===== config.mk =====
export PLATFORM = sky130hd
export DESIGN_NAME = operand_sequencer
export DESIGN_NICKNAME = d
export VERILOG_FILES = /design/src/rtl/operand_sequencer.sv
export SDC_FILE = /design/constraint.sdc
export NUM_CORES = 1
export LEC_CHECK = 0
export ABC_CLOCK_PERIOD_IN_PS = 3700
export CAP_MARGIN = 20
export CORE_ASPECT_RATIO = 0.7
export CORE_UTILIZATION = 59
export DETAILED_ROUTE_END_ITERATION = 7
export PLACE_DENSITY = 0.84
export SLEW_MARGIN = 5
export SYNTH_ARGS = -nofsm -noshare
export SYNTH_HDL_FRONTEND = slang
export SYNTH_SLANG_ARGS = --single-unit

===== constraint.sdc =====
create_clock -name clk -period 3.7 [get_ports clk]
set_clock_uncertainty 0.1 [all_clocks]
set_input_delay 0.74 -clock clk [delete_from_list [all_inputs] [get_ports clk]]
set_output_delay 0.74 -clock clk [all_outputs]
set_load 0.02 [all_outputs]

===== src/rtl/operand_sequencer.sv =====
// Five-word frame buffer: loads operands over valid/ready, then replays them with a 5:1 select index.
// Optional OPSEQ_FRAME_CNT_EN adds a wrapping count of completed frames (frame_cnt).
module operand_sequencer #(
  parameter int N     = 32,
  parameter int CNT_W = 8
) (
  input  logic             clk,
  input  logic             rst,
  input  logic             in_valid,
  output logic             in_ready,
  input  logic [N-1:0]     in_data,
  output logic             out_valid,
  input  logic             out_ready,
  output logic [2:0]       out_sel,
  output logic [N-1:0]     out_data,
  output logic             out_last,
`ifdef OPSEQ_FRAME_CNT_EN
  output logic [CNT_W-1:0] frame_cnt,
`endif
  output logic             busy
);

  localparam logic [0:0] LOAD = 1'b0;
  localparam logic [0:0] EMIT = 1'b1;

  logic [0:0]   state;
  logic [2:0]   wr_idx, rd_idx;
  logic [N-1:0] opbuf [0:4];
  logic         in_acc, out_acc;

  // Handshakes are gated by rst so nothing is offered while the block is held in reset.
  assign in_ready  = ~rst & (state == LOAD);
  assign out_valid = ~rst & (state == EMIT);
  assign in_acc    = in_valid & in_ready;
  assign out_acc   = out_valid & out_ready;

  assign out_sel   = out_valid ? rd_idx : 3'd0;
  assign out_data  = out_valid ? opbuf[rd_idx] : '0;
  assign out_last  = out_valid & (rd_idx == 3'd4);
  assign busy      = ~rst & ((state == EMIT) | (wr_idx != 3'd0));

  always_ff @(posedge clk) begin
    if (rst) begin
      state  <= LOAD;
      wr_idx <= 3'd0;
      rd_idx <= 3'd0;
      for (int i = 0; i < 5; i++) opbuf[i] <= '0;
    end else begin
      if (in_acc) begin
        opbuf[wr_idx] <= in_data;
        if (wr_idx == 3'd4) begin
          wr_idx <= 3'd0;
          state  <= EMIT;
        end else begin
          wr_idx <= wr_idx + 3'd1;
        end
      end
      if (out_acc) begin
        if (rd_idx == 3'd4) begin
          rd_idx <= 3'd0;
          state  <= LOAD;
        end else begin
          rd_idx <= rd_idx + 3'd1;
        end
      end
    end
  end

`ifdef OPSEQ_FRAME_CNT_EN
  always_ff @(posedge clk) begin
    if (rst)                  frame_cnt <= '0;
    else if (out_acc && out_last) frame_cnt <= frame_cnt + 1'b1;
  end
`endif

endmodule


==> results.txt, run 1 <==
The run finished with clean final reports. The die boundary width came out at 168 um. The detailed-route DRC error count came out at 0. The number of cells in the design after placement came out at 1055. The overall global routing resource usage is 24.4%. Buffers inserted during clock tree synthesis total 25. The core box area is 18900 um2. In this run the most critical hold path is launched from rd_idx[1].

The combinational family with the most area after synthesis is simple AND/OR/NAND/NOR gates. By area the synthesized netlist is led by sky130_fd_sc_hd__edfxtp_1, sky130_fd_sc_hd__mux2i_1, sky130_fd_sc_hd__and2_1, sky130_fd_sc_hd__o22ai_1, sky130_fd_sc_hd__dfxtp_1. Clock-pin slew was measured on the worst setup and hold paths at 0.06 ns. In this run the cell area of the synthesized design comes to 11400 um2. The die area is 19900 um2. The required time at the worst-slack endpoint is 2.86 ns. Setup repair after global routing left no endpoint under its margin. After synthesis the netlist holds a flip-flop and latch count of 266. The final worst-path setup slack came out at 0.0217 ns. The category of the most critical setup path is in2out. The max-slew violation count is 0. OpenSTA, run right after detailed placement, puts the worst setup slack at 0.0249 ns. The number of antenna violations at the first check in global routing is 1. The post-route clock period utilization came out at 99.4%. The post-synthesis sequential area ratio is 69.0%. The number of placement rows is 42. Detailed placement finished with a half-perimeter wire length of 13900 um. The number of input and output port buffers inserted is 74. The transition time of the tightest slew-check pin is 0.478 ns. The capturing point of the worst reg2reg path is opbuf[4][24].

The largest incremental delay on the critical path came out at 0.59 ns. The maximum fanout encountered on the critical timing path came out at 32. The count of nets left with antenna violations after detail routing is 0. The final-stage net count came out at 880. The worst hold-check path type is reg2reg. The worst register-to-register path has a depth of 4. The clock latency at the later pin of the worst-skew pair came out at 0.51 ns. The via count of the first global-routing pass came out at 6763. The leakage power total is 0.00493 uW. VDD sags by at most 0.325 mV. The maximum clock path buffer count came out at 3. In the final routed layout, each cell accounts on average for 21.9 um. STA classifies the critical path endpoint as an output pin. CTS built an H-tree with a depth of 1.

The largest individual stage delay along the critical path comes from the cell sky130_fd_sc_hd__clkdlybuf4s50_1. Counting every net in the synthesized netlist gives 800. STA classifies the critical path startpoint as an input port. The count of different cell masters after synthesis came out at 31. Of the post-synthesis cell area, the dominant cell type holds 67.3%. The per-cell via count in the routed design came out at 5.98. The total wire length is 24000 um. The share of post-route cells with drive strength above 1 came out at 9.93%. The initial standard-cell utilization of the core came out at 60.4%. Multiplexer cells account for 11.3% of the synthesized area. The number of ports placed on the die boundary came out at 75. For the finished layout, the period the worst path requires is 3.68 ns. The library cells used most frequently in the layout, excluding fill and tap cells, are sky130_fd_sc_hd__edfxtp_1, sky130_fd_sc_hd__and2_1, sky130_fd_sc_hd__mux2i_1. In this run the clock root is driven by a sky130_fd_sc_hd__clkbuf_16.

The count of final setup violators came out at 0. The post-synthesis area per instance is 15.0 um2. For this design, the sink count on the clock tree is 266.

The final weighted congestion in routability-driven placement is 0.759. The worst slew margin relative to its limit came out at 68.0%. The startpoint of the worst-slack reg-to-reg timing path is state.

The share of the core filled with cells came out at 71.1%. The largest net degree at the start of global routing came out at 33. Following the worst setup path forward leads to its endpoint at out_data[31]. The reg2reg setup slack came out at 1.44 ns.

The global route total overflow is 0. The post-layout instance count excluding filler cells came out at 1098. The synthesized instance count is 760. The diode insertion count for antenna repair is 0.

After routing, the total negative slack on setup checks comes to 0 ns. Detailed routing inserted a total of 6561 vias. The post-synthesis xor/xnor area fraction is 0%. The first global-routing pass estimated 36800 um of wire.

Summed over all instances, the cell type with the most area after synthesis is sky130_fd_sc_hd__edfxtp_1. The critical path startpoint is rst. The data arrival time at the worst-slack endpoint is 2.84 ns. The count of final hold-check violations is 0. The number of DRC violations after detailed-routing iteration 0 came out at 542. Leaving out fill and tap cells, the most frequent cell in the layout is sky130_fd_sc_hd__edfxtp_1. The max-capacitance violation count is 0. TritonCTS built the clock tree.

The placed cell area came out at 12700 um2. The total of warnings raised by yosys came out at 0. The die outline height is 118 um. Summing the areas of all fa, ha and maj instances in the mapped netlist gives 0.438% of the synthesized area. The post-layout instance area came out at 13500 um2. The number of optimization iterations in the first detailed-route pass came out at 4. The critical path goes through clkdlybuf4s50_1 > buf_4 > nand4bb_1 > buf_12 > o22ai_1 > or2_2 > clkdlybuf4s50_1.

The achievable frequency is 272 MHz. Compared with the post-synthesis result, the final layout area differs by 17.8%. The synthesized-area fraction occupied by ao, oa, aoi and oai cells came out at 4.05%. The basic-gate share of the synthesized area counting and, or, nand and nor cells came out at 13.0%. The power per cell area came out at 446 nW/um2. By instance count, the cell type seen most on the critical path is sky130_fd_sc_hd__clkdlybuf4s50_1.
[flip-flops by register name (all words and copies together), names as in the netlist, named ones only]
name / count
wr_idx: 3
state: 1
rd_idx: 3
opbuf: 256
[metal layers]
metal / vias to the layer above / share of wire [%] / GRT usage [%]
met5: - / 0.050 / 0
met4: 2 / 1.9 / 6.48
met3: 34 / 5.6 / 3.75
met2: 215 / 49 / 40.7
met1: 3321 / 44 / 33.9
li1: 2989 / - / -
[cell families (layout without fill, tap and decap cells)]
family                     count (synthesis)  count (layout)
AOI/OAI and AO/OA                         75              75
and+or+nand+nor                          234             234
adders and majority gates                  4               4
DFF                                      266             266
buffers and inverters                     52             148
muxes                                    129             129
[repair_timing]
action,CTS,global route
gates resized for setup,0,28
setup endpoints to repair,0,24
hold buffers,0,0
buffers inserted,0,0
[layout make-up]
type | count | area [um2]
sequential | 266 | 7890
tap | 242 | 303
fill | 1200 | 5460
clock inverter | 9 | 62.6
clock buffer | 34 | 659
timing repair buffer | 100 | 1180
multi-input combinational | 442 | 3340
inverter | 5 | 18.8
[worst min path at each step]
stage | slack (ns) | depth (start not counted) | endpoint
floorplan | 0.38 | 2 | flip-flop
global placement | 0.40 | 2 | flip-flop
detailed placement | 0.41 | 2 | flip-flop
CTS | 0.42 | 2 | flip-flop
global route | 0.47 | 2 | flip-flop
finish | 0.43 | 2 | flip-flop
[through the flow]
stage / hold WS (ns) / total power (uW)
2_1_floorplan: 0.376 / 3590
3_3_place_gp: 0.396 / 3710
3_5_place_dp: 0.409 / 3730
4_1_cts: 0.422 / 6020
5_1_grt: 0.468 / 6160
6_report: 0.428 / 6000
[synth_stat cells]
cell and number:
sky130_fd_sc_hd__a21oi_1 6, sky130_fd_sc_hd__o21ai_0 3, sky130_fd_sc_hd__buf_6 4, sky130_fd_sc_hd__or4b_4 1, sky130_fd_sc_hd__nand4b_1 2, sky130_fd_sc_hd__nor2_1 8, sky130_fd_sc_hd__clkbuf_2 9, sky130_fd_sc_hd__and3_1 1
sky130_fd_sc_hd__or2_1 21, sky130_fd_sc_hd__or3b_2 1, sky130_fd_sc_hd__nor2b_1 1, sky130_fd_sc_hd__o22ai_1 64, sky130_fd_sc_hd__dfxtp_1 10, sky130_fd_sc_hd__and2_1 163, sky130_fd_sc_hd__buf_2 11, sky130_fd_sc_hd__edfxtp_1 256
sky130_fd_sc_hd__mux2i_1 129, sky130_fd_sc_hd__or4b_1 1, sky130_fd_sc_hd__clkbuf_1 20, sky130_fd_sc_hd__nor3_1 1, sky130_fd_sc_hd__nand4bb_1 3, sky130_fd_sc_hd__nor2_4 3, sky130_fd_sc_hd__ha_1 4, sky130_fd_sc_hd__or2_2 16
sky130_fd_sc_hd__inv_1 5, sky130_fd_sc_hd__nand2_1 6, sky130_fd_sc_hd__nand2b_1 3, sky130_fd_sc_hd__nand3_1 2, sky130_fd_sc_hd__nor3_4 1, sky130_fd_sc_hd__buf_1 3, sky130_fd_sc_hd__a211o_1 2
[worst max-delay path: cells and delay by family]
kind | cells | cell delay [ns]
buf+inv | 4 | 1.42
compound gates | 1 | 0.28
simple gates | 2 | 0.39
[power by group]
part | switching (uW) | internal (uW)
Sequential | 28.9 | 3390
Combinational | 151 | 98.2
Clock | 1020 | 1310
Total | 1200 | 4800
Note: power is estimated with default switching activity, not from simulation.
==> run 2: changes to the inputs <==
CORE_MARGIN = 4   (was default)
==> run 2 against run 1 <==
Compared with the run above:
- clock power increased by 9.9%
- first-iteration DRC count increased by 5.0%
- die area increased by 8.8%
- critical path depth decreased by 1
- hold slack improved by 0.0078 ns
- non-clock buffer count increased by 3
- flip-flop and latch count unchanged
- sequential power about the same
- register-to-register slack got worse by 0.05 ns
- wire length increased by 0.75%
- global-route usage decreased by 2.3 points
==> results.txt, run 2 (synthesis results as in run 1) <==
The worst setup path is captured at an output pin. The depth of the most critical reg-to-reg path came out at 4 (unchanged). More flip-flops sit in one register than any other, and that register is opbuf. The clock transition time at the flip-flop clock pins of the worst setup and hold paths came out at 0.06 ns (about the same).

The detailed-route DRC error count came out at 0 (unchanged). The number of antenna violations at the first check in global routing is 2 (+1). The die outline height came out at 124 um (+5.1%).

The worst vdd rail ir drop came out at 0.361 mV (+11%). The share of post-route cells with drive strength above 1 is 11.0% (+1.1 points). Leaving out fill and tap cells, the most frequent cell in the layout is sky130_fd_sc_hd__edfxtp_1. The number of gates given a new drive strength after cts came to 25 (+25). The number of DRC violations after detailed-routing iteration 0 is 569 (+5.0%). The worst setup path is launched from an input port. The max-capacitance violation count is 0 (unchanged). TritonCTS built the clock tree. The number of clock sinks came out at 266 (unchanged).

The placed cell area came to 12700 um2 (about the same). The worst slew margin relative to its limit came to 64.1% (-3.9 points). The post-route clock period utilization came out at 98.9% (-0.52 points). The count of final setup violators came out at 0 (unchanged). The per-cell via count in the routed design is 5.82 (-2.7%). The final weighted congestion in routability-driven placement came to 0.764 (+0.58%). The maximum clock path buffer count was 3 (unchanged). In the layout the commonest cells are sky130_fd_sc_hd__edfxtp_1, sky130_fd_sc_hd__and2_1, sky130_fd_sc_hd__mux2i_1. The total wire length came out at 24200 um (+0.75%).

The cell count of the worst hold path is 2 (unchanged). The clock latency at the later pin of the worst-skew pair was 0.52 ns (about the same). The data arrival time at the worst-slack endpoint is 2.82 ns (-0.02 ns). The run finished with clean final reports. The die boundary width came to 174 um (+3.6%). The final period demand of the worst path came out at 3.66 ns (-0.0194 ns). The count of final hold-check violations is 0 (unchanged). The via count was 6561 (unchanged). The largest registers in the layout are opbuf (256), rd_idx (3), wr_idx (3).

The achievable frequency came out at 273 MHz (+0.53%). The global route total overflow is 0 (unchanged). The path class of the tightest hold or removal check is reg2reg. The via count of the first global-routing pass is 6970 (+3.1%). The maximum fanout encountered on the critical timing path came out at 7 (-78%).

The number of flip-flops under the largest register name is 256 (unchanged). The HPWL after detailed placement is 14400 um (+3.6%). The cts-stage hold buffer count came to 0 (unchanged). The initial standard-cell utilization of the core is 60.2% (-0.17 points).

The largest net degree at the start of global routing is 41 (+24%). The number of input and output port buffers inserted is 74 (unchanged). The overall global routing resource usage is 22.2% (-2.3 points). The global-route wire length before repair is 37800 um (+2.5%). The total negative slack is 0 ns (unchanged). The die area is 21700 um2 (+8.8%). The leakage power total is 0.00475 uW (-3.6%).

The diode insertion count for antenna repair is 0 (unchanged). The critical path in this run is classified as in2out. The number of ports placed on the die boundary came out at 75 (unchanged). The buffers inserted during post-CTS setup optimization came to 0 (unchanged). The area growth from synthesis to layout is 18.1%.

The max-slew violation count came to 0 (unchanged). The routed length per instance is 21.5 um (-1.9%). The tree is rooted in a sky130_fd_sc_hd__clkbuf_16. The count of nets left with antenna violations after detail routing came out at 0 (unchanged). The required time at the worst-slack endpoint is 2.86 ns (about the same). The transition time of the tightest slew-check pin is 0.539 ns (+0.0614 ns). The number of optimization iterations in the first detailed-route pass came out at 5 (+1). The total number of H-tree levels is 1 (unchanged). The post-layout instance area came out at 13500 um2 (+0.22%). The core box area is 19000 um2 (+0.28%).

Setup repair after global routing left no endpoint under its margin. The number of CTS-inserted buffers came out at 26 (+4.0%). The power per cell area came out at 462 nW/um2 (+3.6%). The final-stage net count is 884 (+0.45%). The number of placement rows is 42 (unchanged).
[run 2: changes by cell type in the layout (fill, tap and decap cells not counted), sizes merged]
cell / delta
buf: +3
clkinvlp: +1
dlygate4sd2: +25
clkbuf: +2
dlymetal6s2s: -19
clkdlybuf4s50: -6
clkinv: +2
[run 2: final cells by class]
type,count,area (um2)
multi-input cells,442,3320
clock inverters,12,93.8
fillers,1215,5480
well taps,264,330
repair buffers,103,1090
clock buffers,36,749
flip-flops and latches,266,7890
inverters,5,18.8
[run 2: path summary, 6_finish.rpt]
kind	from	to	slack [ns]
max	rst	out_data[14]	0.04
min	rd_idx[1]	flip-flop	0.44
max reg2reg	state	opbuf[0][16]	1.39
min reg2reg	rd_idx[1]	flip-flop	0.44
[run 2: layer usage]
metal | up-vias | part of all wire [%] | global-route usage, %
met5 | - | 0.087 | 0
li1 | 2985 | - | -
met4 | 4 | 2.4 | 6.56
met3 | 51 | 6.0 | 4.04
met2 | 229 | 50 | 38.3
met1 | 3292 | 42 | 28.9
[run 2: critical path: stages]
cell	delay (ns)
sky130_fd_sc_hd__clkdlybuf4s50_1	0.44
sky130_fd_sc_hd__or4b_1	0.61
sky130_fd_sc_hd__buf_4	0.22
sky130_fd_sc_hd__o22ai_1	0.10
sky130_fd_sc_hd__or2_2	0.13
sky130_fd_sc_hd__clkdlybuf4s50_1	0.59
[run 2: power breakdown]
group | switching, uW | internal [uW] | leakage, uW
clock network | 1070 | 1490 | 0.000414
logic | 147 | 98.1 | 0.00173
registers | 30.2 | 3390 | 0.00261
total | 1250 | 4980 | 0.00475
[run 2: metrics by stage]
step | utilization [%] | cells | total power (uW) | hold slack, ns | worst slack [ns]
6_report | 71.1 | 1128 | 6230 | 0.436 | 0.0411
5_1_grt | 71.1 | 1128 | 6420 | 0.469 | 0.00835
3_5_place_dp | 66.8 | 1080 | 3730 | 0.418 | -0.0642
4_1_cts | 71.0 | 1128 | 6260 | 0.430 | 0.00726
3_3_place_gp | 66.8 | 1080 | 3710 | 0.402 | 0.0130
2_1_floorplan | - | 760 | 3590 | 0.376 | 0.644
==> run 3: changes to the inputs <==
GPL_TIMING_DRIVEN = 0   (was default)
==> run 3 against run 2 <==
Compared with the run above:
- combinational power decreased by 4%
- first-iteration DRC count increased by 17%
- die area unchanged
- non-clock buffer count increased by 20
- register-to-register slack got worse by 0.82 ns
- cell count increased by 1.3%
- flip-flop and latch count unchanged
- hold slack got worse by 0.0037 ns
- critical path depth increased by 1
- clock power decreased by 3%
- via count increased by 0.90%
- largest cell class unchanged
==> results.txt, run 3 (synthesis results as in run 1) <==
The via count came out at 6620 (+0.90%). The number of optimization iterations in the first detailed-route pass came to 5 (unchanged). The cts-stage hold buffer count came to 0 (unchanged). The worst-case hold slack came out at 0.432 ns (-0.00371 ns). The switching component of the power is 1220 uW (-2.1%).

The number of placement rows is 42 (unchanged). The leakage power total is 0.00464 uW (-2.5%). The transition time of the tightest slew-check pin came out at 1.07 ns (+0.534 ns). The category of the most critical setup path is in2out.

TritonCTS built the clock tree. The max-capacitance violation count is 0 (unchanged). The part of the power in the clock network is 40.5% (-0.6 points). The number of clock sinks came out at 266 (unchanged). The final weighted congestion in routability-driven placement came out at 0.796 (+4.2%). The total negative slack came out at 0 ns (unchanged). The detailed-route DRC error count came to 0 (unchanged).

Setup repair after global routing could not meet its margin everywhere. The kind of cell with the highest combined delay along the critical path is buffers and inverters. The total number of H-tree levels is 1 (unchanged). The initial standard-cell utilization of the core is 60.2% (unchanged). The overall global routing resource usage came to 23.0% (+0.87 points). The max-slew violation count is 0 (unchanged). The die boundary width came out at 174 um (unchanged). The worst slack at placement came out at -0.673 ns (-0.609 ns). The logic depth of the worst path, buffers included is 7 (+1). The data arrival time at the worst-slack endpoint came out at 2.84 ns (+0.02 ns). Walking the worst path, the cells encountered are clkdlybuf4s50_1 > buf_2 > or4b_4 > buf_4 > o22ai_2 > or2_2 > dlygate4sd2_1. The cell sitting at the root of the clock tree is a sky130_fd_sc_hd__clkbuf_16.

The number of antenna violations at the first check in global routing is 1 (-1). The number of ports placed on the die boundary was 75 (unchanged). The total wire length is 25200 um (+4.3%). The most common library cell in the layout ignoring fill and taps is sky130_fd_sc_hd__edfxtp_1. The number of input and output port buffers inserted is 74 (unchanged). The depth of the most critical reg-to-reg path came out at 4 (unchanged). The via count of the first global-routing pass is 6570 (-5.7%). The required time at the worst-slack endpoint came out at 2.86 ns (about the same).

The post-route clock period utilization came out at 99.5% (+0.60 points). The final-stage net count came to 903 (+2.1%). STA classifies the critical path startpoint as an input port. The final worst-path setup slack is 0.0189 ns (-0.0222 ns). The maximum fanout encountered on the critical timing path came out at 10 (+3).

The part of the power in combinational logic is 3.8% (about the same). The HPWL after detailed placement came to 15300 um (+6.7%). The power per cell area is 458 nW/um2 (-0.75%).

The critical path capture point type is an output pin. The achievable frequency came out at 272 MHz (-0.60%). The largest incremental delay on the critical path is 0.62 ns (about the same). The die outline height is 124 um (unchanged). The run finished with clean final reports. The cell count of the worst hold path is 2 (unchanged). The worst hold-check path type is reg2reg. The register with the most flip-flops is opbuf.

The net switching fraction of the power came out at 19.9% (-0.18 points). In the final layout, the registers with the most flip-flops are opbuf (256), rd_idx (3), wr_idx (3). The worst vdd rail ir drop came out at 0.311 mV (-14%).

The count of final hold-check violations came out at 0 (unchanged). Compared with the post-synthesis result, the final layout area differs by 17.5%. The number of flip-flops under the largest register name is 256 (unchanged).

The slowest stage of the critical path is the sky130_fd_sc_hd__or4b_4 cell. The count of nets left with antenna violations after detail routing is 0 (unchanged). The count of final setup violators came out at 0 (unchanged).

In the layout the commonest cells are sky130_fd_sc_hd__edfxtp_1, sky130_fd_sc_hd__and2_1, sky130_fd_sc_hd__mux2i_1. The per-cell via count in the routed design was 5.79 (-0.42%). The maximum clock path buffer count came out at 3 (unchanged).

The clock transition time at the flip-flop clock pins of the worst setup and hold paths is 0.06 ns (about the same). The routed length per instance came out at 22.1 um (+2.9%). The number of DRC violations after detailed-routing iteration 0 is 668 (+17%). The diode insertion count for antenna repair is 0 (unchanged). The clock latency at the later pin of the worst-skew pair came out at 0.51 ns (about the same). The worst slew margin relative to its limit came out at 28.4% (-36 points). The global-route wire length before repair came out at 38600 um (+2.3%). The die area came out at 21700 um2 (unchanged). The core box area came out at 19000 um2 (unchanged).

The sequential share of power came out at 55.7% (+0.8 points). The share of post-route cells with drive strength above 1 came out at 14.9% (+3.9 points). The largest net degree at the start of global routing came out at 33 (-20%). The sum of buffers and inverters on the critical path is 4 (+1). The number of CTS-inserted buffers is 25 (-3.8%).

The final period demand of the worst path came to 3.68 ns (+0.0222 ns). The internal power was 4930 uW (-1.0%). The global route total overflow is 0 (unchanged).
[run 3: cell type report]
cell class | instances | area (um2)
Clock buffer | 29 | 641
Buffer | 45 | 289
Tap cell | 264 | 330
Inverter | 5 | 18.8
Fill cell | 1222 | 5550
Multi-Input combinational cell | 442 | 3360
Sequential cell | 266 | 7890
Clock inverter | 14 | 144
Timing Repair Buffer | 78 | 756
[run 3: power groups by stage]
| stage | Clock [uW] | Combinational [uW] | Sequential (uW) |
|---|---|---|---|
| 5_1_grt | 2660 | 257 | 3430 |
| 6_report | 2490 | 236 | 3420 |
| 4_1_cts | 2500 | 236 | 3420 |
| 2_1_floorplan | 0 | 114 | 3480 |
| 3_3_place_gp | 0 | 221 | 3480 |
| 3_5_place_dp | 0 | 231 | 3490 |
[run 3: per-stage QoR]
stage	power, uW	instance area, um2	std cells	utilization (%)
floorplan	3590	11400	760	-
global placement	3700	12500	1098	65.9
detailed placement	3720	12600	1101	66.4
CTS	6160	13500	1143	70.9
global route	6350	13400	1143	70.8
finish	6150	13400	1143	70.8
[run 3: worst paths after layout]
path | slack (ns) | from | to
min | 0.43 | rd_idx[1] | flip-flop
max | 0.02 | rst | out_data[21]
min reg2reg | 0.43 | rd_idx[1] | flip-flop
max reg2reg | 0.57 | state | opbuf[4][24]
[run 3: tightest hold or removal path, stage by stage, from the launching register on]
cell                      delay (ns)
sky130_fd_sc_hd__dfxtp_1        0.33
sky130_fd_sc_hd__nand2_1        0.06
sky130_fd_sc_hd__a21oi_1        0.08
[run 3: timing repair]
item	CTS	global route
resized for setup	87	28
setup endpoints to repair	32	28
buffers inserted	1	0
[run 3: layer usage]
layer,global-route usage [%],wire length (um)
met1,34.2,11300
met2,35.8,11500
met3,4.13,1870
met4,5.68,544
met5,0,13
